File: config.mk
export PLATFORM = sky130hd
export DESIGN_NAME = bram_port_arbiter
export DESIGN_NICKNAME = d
export VERILOG_FILES = /design/src/rtl/bram_port_arbiter.sv
export SDC_FILE = /design/constraint.sdc
export NUM_CORES = 1
export LEC_CHECK = 0
export ABC_AREA = 1
export CAP_MARGIN = 20
export CORE_MARGIN = 10
export CORE_UTILIZATION = 35
export DETAILED_ROUTE_END_ITERATION = 7
export DONT_BUFFER_PORTS = 1
export SYNTH_ARGS = -nofsm -noshare
export SYNTH_HDL_FRONTEND = slang
export SYNTH_SLANG_ARGS = --single-unit
File: constraint.sdc
create_clock -name clk -period 1.45 [get_ports clk]
set_input_delay 0.29 -clock clk [delete_from_list [all_inputs] [get_ports clk]]
set_output_delay 0.29 -clock clk [all_outputs]
set_load 0.005 [all_outputs]
File: src/rtl/bram_port_arbiter.sv
// rtl/bram_port_arbiter.sv - shares one single-port BRAM between instruction-fetch and load/store ports
// Round-robin on ties; one BRAM enable per access; done pulse RD_LAT+1 cycles after grant.
module bram_port_arbiter #(
    parameter int AW     = 12,
    parameter int DW     = 32,
    parameter int RD_LAT = 1
) (
    input  logic            clk,
    input  logic            reset,

    input  logic            ins_req_i,
    input  logic [AW-1:0]   ins_addr_i,
    output logic            ins_grant_o,
    output logic            ins_done_o,
    output logic [DW-1:0]   ins_rdata_o,

    input  logic            dat_req_i,
    input  logic            dat_we_i,
    input  logic [AW-1:0]   dat_addr_i,
    input  logic [DW-1:0]   dat_wdata_i,
    input  logic [DW/8-1:0] dat_wstrb_i,
    output logic            dat_grant_o,
    output logic            dat_done_o,
    output logic [DW-1:0]   dat_rdata_o,

    output logic            bram_en_o,
    output logic [DW/8-1:0] bram_we_o,
    output logic [AW-1:0]   bram_addr_o,
    output logic [DW-1:0]   bram_wdata_o,
    input  logic [DW-1:0]   bram_rdata_i,

    output logic            busy_o
);

    localparam int SW = DW / 8;
    localparam logic [3:0] CNT_INIT = 4'(RD_LAT - 1);

    typedef enum logic [1:0] {
        ST_IDLE  = 2'd0,
        ST_ISSUE = 2'd1,
        ST_WAIT  = 2'd2
    } state_t;

    state_t          state_q;
    state_t          state_d;
    logic [3:0]      cnt_q;

    logic            last_dat_q;
    logic            owner_dat_q;
    logic            is_read_q;
    logic [AW-1:0]   addr_q;
    logic [DW-1:0]   wdata_q;
    logic [SW-1:0]   we_q;

    logic            ins_done_q;
    logic            dat_done_q;
    logic [DW-1:0]   ins_rdata_q;
    logic [DW-1:0]   dat_rdata_q;

    logic            any_req;
    logic            pick_dat;
    logic            wait_last;
    logic            select;

    // Ties go to whichever port did not win the previous selection.
    assign any_req   = ins_req_i | dat_req_i;
    assign pick_dat  = dat_req_i & (~ins_req_i | ~last_dat_q);
    assign wait_last = (state_q == ST_WAIT) && (cnt_q == 4'd0);
    assign select    = any_req && ((state_q == ST_IDLE) || wait_last);

    always_ff @(posedge clk or negedge reset) begin
        if (!reset) begin
            state_q <= ST_IDLE;
        end else begin
            state_q <= state_d;
        end
    end

    always_comb begin
        state_d = state_q;
        case (state_q)
            ST_IDLE: begin
                if (any_req) begin
                    state_d = ST_ISSUE;
                end
            end
            ST_ISSUE: begin
                state_d = ST_WAIT;
            end
            ST_WAIT: begin
                if (cnt_q == 4'd0) begin
                    state_d = any_req ? ST_ISSUE : ST_IDLE;
                end
            end
            default: begin
                state_d = ST_IDLE;
            end
        endcase
    end

    always_comb begin
        bram_en_o   = 1'b0;
        bram_we_o   = '0;
        ins_grant_o = 1'b0;
        dat_grant_o = 1'b0;
        busy_o      = 1'b0;
        case (state_q)
            ST_ISSUE: begin
                bram_en_o   = 1'b1;
                bram_we_o   = we_q;
                ins_grant_o = ~owner_dat_q;
                dat_grant_o = owner_dat_q;
                busy_o      = 1'b1;
            end
            ST_WAIT: begin
                busy_o = 1'b1;
            end
            default: begin
                busy_o = 1'b0;
            end
        endcase
    end

    always_ff @(posedge clk or negedge reset) begin
        if (!reset) begin
            cnt_q <= 4'd0;
        end else if (state_q == ST_ISSUE) begin
            cnt_q <= CNT_INIT;
        end else if ((state_q == ST_WAIT) && (cnt_q != 4'd0)) begin
            cnt_q <= cnt_q - 4'd1;
        end
    end

    // Request fields are captured at the selection edge so the requester may move on after grant.
    always_ff @(posedge clk or negedge reset) begin
        if (!reset) begin
            last_dat_q  <= 1'b1;
            owner_dat_q <= 1'b0;
            is_read_q   <= 1'b1;
            addr_q      <= '0;
            wdata_q     <= '0;
            we_q        <= '0;
        end else if (select) begin
            last_dat_q  <= pick_dat;
            owner_dat_q <= pick_dat;
            is_read_q   <= ~(pick_dat & dat_we_i);
            addr_q      <= pick_dat ? dat_addr_i : ins_addr_i;
            we_q        <= (pick_dat && dat_we_i) ? dat_wstrb_i : '0;
            if (pick_dat) begin
                wdata_q <= dat_wdata_i;
            end
        end
    end

    always_ff @(posedge clk or negedge reset) begin
        if (!reset) begin
            ins_done_q  <= 1'b0;
            dat_done_q  <= 1'b0;
            ins_rdata_q <= '0;
            dat_rdata_q <= '0;
        end else begin
            ins_done_q <= wait_last & ~owner_dat_q;
            dat_done_q <= wait_last & owner_dat_q;
            if (wait_last && is_read_q) begin
                if (owner_dat_q) begin
                    dat_rdata_q <= bram_rdata_i;
                end else begin
                    ins_rdata_q <= bram_rdata_i;
                end
            end
        end
    end

    assign ins_done_o   = ins_done_q;
    assign dat_done_o   = dat_done_q;
    assign ins_rdata_o  = ins_rdata_q;
    assign dat_rdata_o  = dat_rdata_q;
    assign bram_addr_o  = addr_q;
    assign bram_wdata_o = wdata_q;

endmodule

## After elaboration in Yosys (flattened, before gate mapping)

Index checks and enable logic that the tools add are counted.
W data, S select, Z words.

- $add $sub $neg: 1
- Equality and inequality tests: 4
- Mux-type cells: 13
- Bitwise logic cells: 10
- Reductions and logical operators: 15

Operators with widths:

| cell | count |
|---|---|
| $mux W4 | 4 |
| $mux W12 | 1 |
| $reduce_and A2 Y1 | 4 |
| $pmux W2 S3 | 1 |
| $logic_and A1 B1 Y1 | 5 |
| $mux W1 | 5 |
| $and A1 B1 Y1 | 4 |
| $logic_not A4 Y1 | 1 |
| $mux W2 | 2 |
| $ne A2 B2 Y1 const B | 2 |
| $not A1 Y1 | 4 |
| $reduce_bool A4 Y1 | 1 |
| $sub A4 B1 Y4 const B | 1 |
| $eq A2 B1 Y1 const B | 1 |
| $eq A2 B2 Y1 const B | 1 |
| $logic_not A2 Y1 | 1 |
| $or A1 B1 Y1 | 2 |
| $reduce_bool A2 Y1 | 1 |
| $reduce_or A2 Y1 | 1 |
| $logic_or A1 B1 Y1 | 1 |

- Bits in registers: 123
- Input bits: 97
- Output and inout port bits: 118
- Word-level logic and storage cells: 55

## Depth between registers and ports, before layout

- Depth after elaboration: 5
- Mapped depth: 8

## Least setup slack after synthesis

Ideal clock, no wire load.

- Path type: register to register
- From: register state_q[0]
- To: register ins_rdata_q[1], in the netlist ins_rdata_o[1]
- Arrival time: 1.367 ns
- Data required time: 1.329 ns
- Path slack: -0.038 ns
- Stages on the path, launching flop included: 8
- Clock period less this slack: 1.488 ns
- Cell sequence: dfrtp_1 inv_1 ha_1 nand4_2 buf_4 buf_4 o21ai_1 nand2_1

- Longest elaborated chain between the ends: 4

Ends and longest elaborated chain:

| element | line | text |
|---|---|---|
| start: declaration | 44 | `state_t state_q;` |
| start signal: assignment | 75 | `state_q <= state_d;` |
| $eq A2 B2 Y1 | 68 | `assign wait_last = (state_q == ST_WAIT) && (cnt_q == 4'd0);` |
| $logic_and A1 B1 Y1 | 68 |  |
| $logic_and A1 B1 Y1 | 164 | `if (wait_last && is_read_q) begin` |
| $reduce_and A2 Y1 (no source line) | -- |  |
| end signal: assignment | 168 | `ins_rdata_q <= bram_rdata_i;` |
| end: declaration | 57 | `logic [DW-1:0] ins_rdata_q;` |

No other way between the ends.
A chain may end at the register's enable or synchronous reset.

## Worst setup path after layout

- From: register state_q[0]
- To: output bram_en_o

- Longest elaborated chain between the ends: 2

Ends and longest elaborated chain:

| element | line | text |
|---|---|---|
| $eq A2 B1 Y1 | 107 | `case (state_q)` |
| $mux W1 | 107 |  |
| end: declaration | 26 | `output logic bram_en_o,` |

No other way between the ends.

==> impl_metrics.py <==
metrics = {
    "worst_setup_path": {
        "cp_top_family": "flip-flops",
        "cp.required_ns": 1.16,
        "start_kind": "register",
        "ff2ff_setup_slack_ns": -0.19,
        "r2r_end": "bram_wdata_o[5]$_DFFE_PN0P_",
        "rr_worst_depth": 9,
        "critPathMaxStageDelay_ns": 0.40,
        "criticalPathCategory": "register to output port",
        "worstReg2RegStart": "state_q[0]$_DFFE_PN0P_",
        "cpMaxStageDelayCell": "dfrtp_1",
        "crit_top_cell": "buf_6",
        "arrival_ns": 1.37,
        "cp.depth": 4,
        "cp_num_buf_inv": 3,
        "crit_path_max_fanout": 5,
        "worst_setup_path_end_kind": "output port",
        "path_cells": "buf_6 > ha_4 > buf_8 > buf_6",
    },
    "logic_synthesis": {
        "synth_mux_area_share_pct": 0,
        "syn_inst": 612,
        "postSynthAreaPerCell_sq_um": 8.64,
        "ys_types": 25,
        "synth-simple-area-share_pct": 27.8,
        "synthXorXnorAreaFrac_pct": 0,
        "synth_nets": 715,
        "yosysSeqAreaShare_pct": 58.2,
        "synth_fa_ha_area_share_pct": 1.42,
        "yosys_warnings": 0,
        "synth_area_leaders": "dfrtp_1, nand2_1, o21ai_1",
        "synth_top_area_share_pct": 57.3,
        "synth_top_cell_by_area": "dfrtp_1",
        "syn-cell-area_sq_um": 5290,
        "synth_compound_area_share_pct": 7.24,
        "synth_top_family_by_area": "simple AND/OR/NAND/NOR gates",
        "synth-seq-cells": 123,
    },
    "timing": {
        "hold_violations": 123,
        "rsz0062_at_grt": "true",
        "min_period_ns": 1.66,
        "finalWorstSetupSlack_ns": -0.211,
        "timing.fmax_ghz": 0.602,
        "slew_headroom_pct": 59.1,
        "setup_viol": 123,
        "skew_ns": 0.0104,
        "worst_pin_slew_ns": 0.612,
        "whs_ns": -0.432,
        "finalCritPeriodShare_pct": 115,
        "drv_slew": 0,
    },
    "detailed_routing": {
        "drc": 0,
        "wl_per_cell_microns": 19.6,
        "routed_wl_microns": 17300,
        "drt_iter0_markers": 163,
        "viasPerCell": 5.19,
        "vias": 4571,
        "ant_nets": 0,
        "drtPass1Iterations": 4,
    },
    "floorplanning": {
        "die_area_sq_um": 20400,
        "fp.dieW_microns": 143,
        "rows": 44,
        "die_y_microns": 143,
        "start_util_pct": 36.1,
        "ioPinCount": 215,
        "core_sq_um": 14600,
    },
    "cells_and_area": {
        "layout-drive-gt1-share_pct": 27.9,
        "final_common_cell": "nand2_1",
        "antenna_cells": 0,
        "nFillCells": 1299,
        "finalNetCount": 787,
        "syn2layout_area_growth_pct": 41.8,
        "finalNonFillerCells": 880,
        "mostFrequentLayoutCells": "nand2_1, dfrtp_1, o21ai_1, nand2_2, dlygate4sd3_1",
    },
    "clock_network": {
        "numCtsBuffers": 17,
        "hold_buffers": 40,
        "htreeDepth": 4,
        "clk_path_buf_depth": 2,
        "clock_sinks": 123,
        "path_clk_slew_ns": 0.05,
        "cts_tree": "built",
        "root_buffer": "clkbuf_16",
        "clk_latency_ns": 0.42,
    },
    "global_route": {
        "antenna_found_initial": 0,
        "grt_pass1_wl_microns": 26300,
        "grt_use_total_pct": 16.4,
        "grt_pass1_vias": 4742,
        "grt_max_degree": 124,
        "grt_overflow_total": 0,
    },
    "placement": {
        "dp_cells": 791,
        "hpwl_microns": 11400,
        "gp_congestion": 0.820,
        "port_buffers": 0,
        "pre_cts_ws_ns": -0.0461,
    },
    "power": {
        "p_leak_uw": 0.00361,
        "powerDensity_nw_per_um2": 2300,
        "ir_drop_mv": 1.08,
    },
    "run": {
        "maxCapViolCount": 0,
    },
    "run_status": {
        "violations": "hold timing, setup timing",
        "outcome": "complete, but fails checks",
    },
    "hold_path": {
        "min_path_type": "input pin to asynchronous set/reset pin",
    },
}
-- report_power, final --
| part | internal, uW | switching, uW | leakage, uW | total, uW |
|---|---|---|---|---|
| clock network | 2420 | 1530 | 0.000264 | 3950 |
| registers | 5080 | 1760 | 0.00151 | 6840 |
| logic | 3090 | 3380 | 0.00184 | 6470 |
-- timing repair --
action	4_1_cts	5_1_grt
gates resized for setup	49	125
gates cloned	6	3
hold endpoints to repair	195	123
setup buffers	11	0
endpoints found under the setup margin	61	129
pin swaps	6	23
-- worst reg2reg max path, stage by stage, from the launching register on --
cell,delay (ns)
dfrtp_1,0.40
buf_6,0.13
inv_6,0.05
ha_4,0.15
nand3_4,0.09
nand2_4,0.12
nand3_4,0.20
clkbuf_16,0.28
nand2_2,0.06
nand2_1,0.05
-- registers in the layout, indices dropped and copies added, names as in the netlist, 2 cells and up --
register	flops
ins_rdata_o	32
dat_rdata_o	32
we_q	4
bram_wdata_o	32
bram_addr_o	12
state_q	2
cnt_q	4
-- stage by stage --
step | setup TNS, ns | total power (uW) | utilization (%) | area [sq um]
after floorplan | 0 | 8910 | - | 5290
after global placement | 0 | 10600 | 38.7 | 5670
after detailed placement | -1.27 | 10800 | 38.7 | 5670
after CTS | -12.72 | 16300 | 48.0 | 7040
after global routing | -26.10 | 18400 | 51.2 | 7500
final | -14.97 | 17300 | 51.2 | 7500
-- synth_stat cells (all sizes together) --
master,count
a21boi,1
a21oi,2
buf,32
clkbuf,7
dfrtp,121
dfstp,2
ha,6
inv,18
nand2,288
nand3,18
nand4,34
nor2,10
o21ai,73
-- routing by layer --
metal	global-route usage (%)	share of wire [%]	vias to the layer above
met3	8.49	12	22
met2	25.5	49	200
li1	-	-	2131
met5	0	0	-
met4	7.06	1.6	0
met1	18.6	38	2218
-- cell type report --
| cell class | count | area (sq um) | area share, % |
|---|---|---|---|
| Multi-Input combinational cell | 432 | 2410 | 32.2 |
| Clock buffer | 20 | 457 | 6.09 |
| Inverter | 18 | 75.1 | 1.00 |
| Tap cell | 184 | 230 | 3.07 |
| Clock inverter | 11 | 97.6 | 1.30 |
| Sequential cell | 123 | 3080 | 41.1 |
| Timing Repair Buffer | 92 | 1150 | 15.3 |
-- cell families (layout without fill, tap and decap cells) --
logic type,count (synthesis),after routing
DFF,123,123
and+or+nand+nor,350,350
buffers and inverters,57,141
AOI/OAI and AO/OA,76,76
adders and majority gates,6,6
-- worst max-delay path by stage --
stage	start	endpoint	slack, ns
after CTS	state_q[0]$_DFFE_PN0P_	bram_en_o	-0.18
final	state_q[0]$_DFFE_PN0P_	bram_en_o	-0.21
after detailed placement	cnt_q[1]$_DFFE_PN0P_	bram_wdata_o[8]$_DFFE_PN0P_	-0.05
after floorplan	state_q[0]$_DFFE_PN0P_	ins_rdata_o[1]$_DFFE_PN0P_	0.004
after global routing	state_q[0]$_DFFE_PN0P_	bram_en_o	-0.26
after global placement	state_q[0]$_DFFE_PN0P_	bram_wdata_o[22]$_DFFE_PN0P_	0.004
Power figures use the tool's default switching activity.
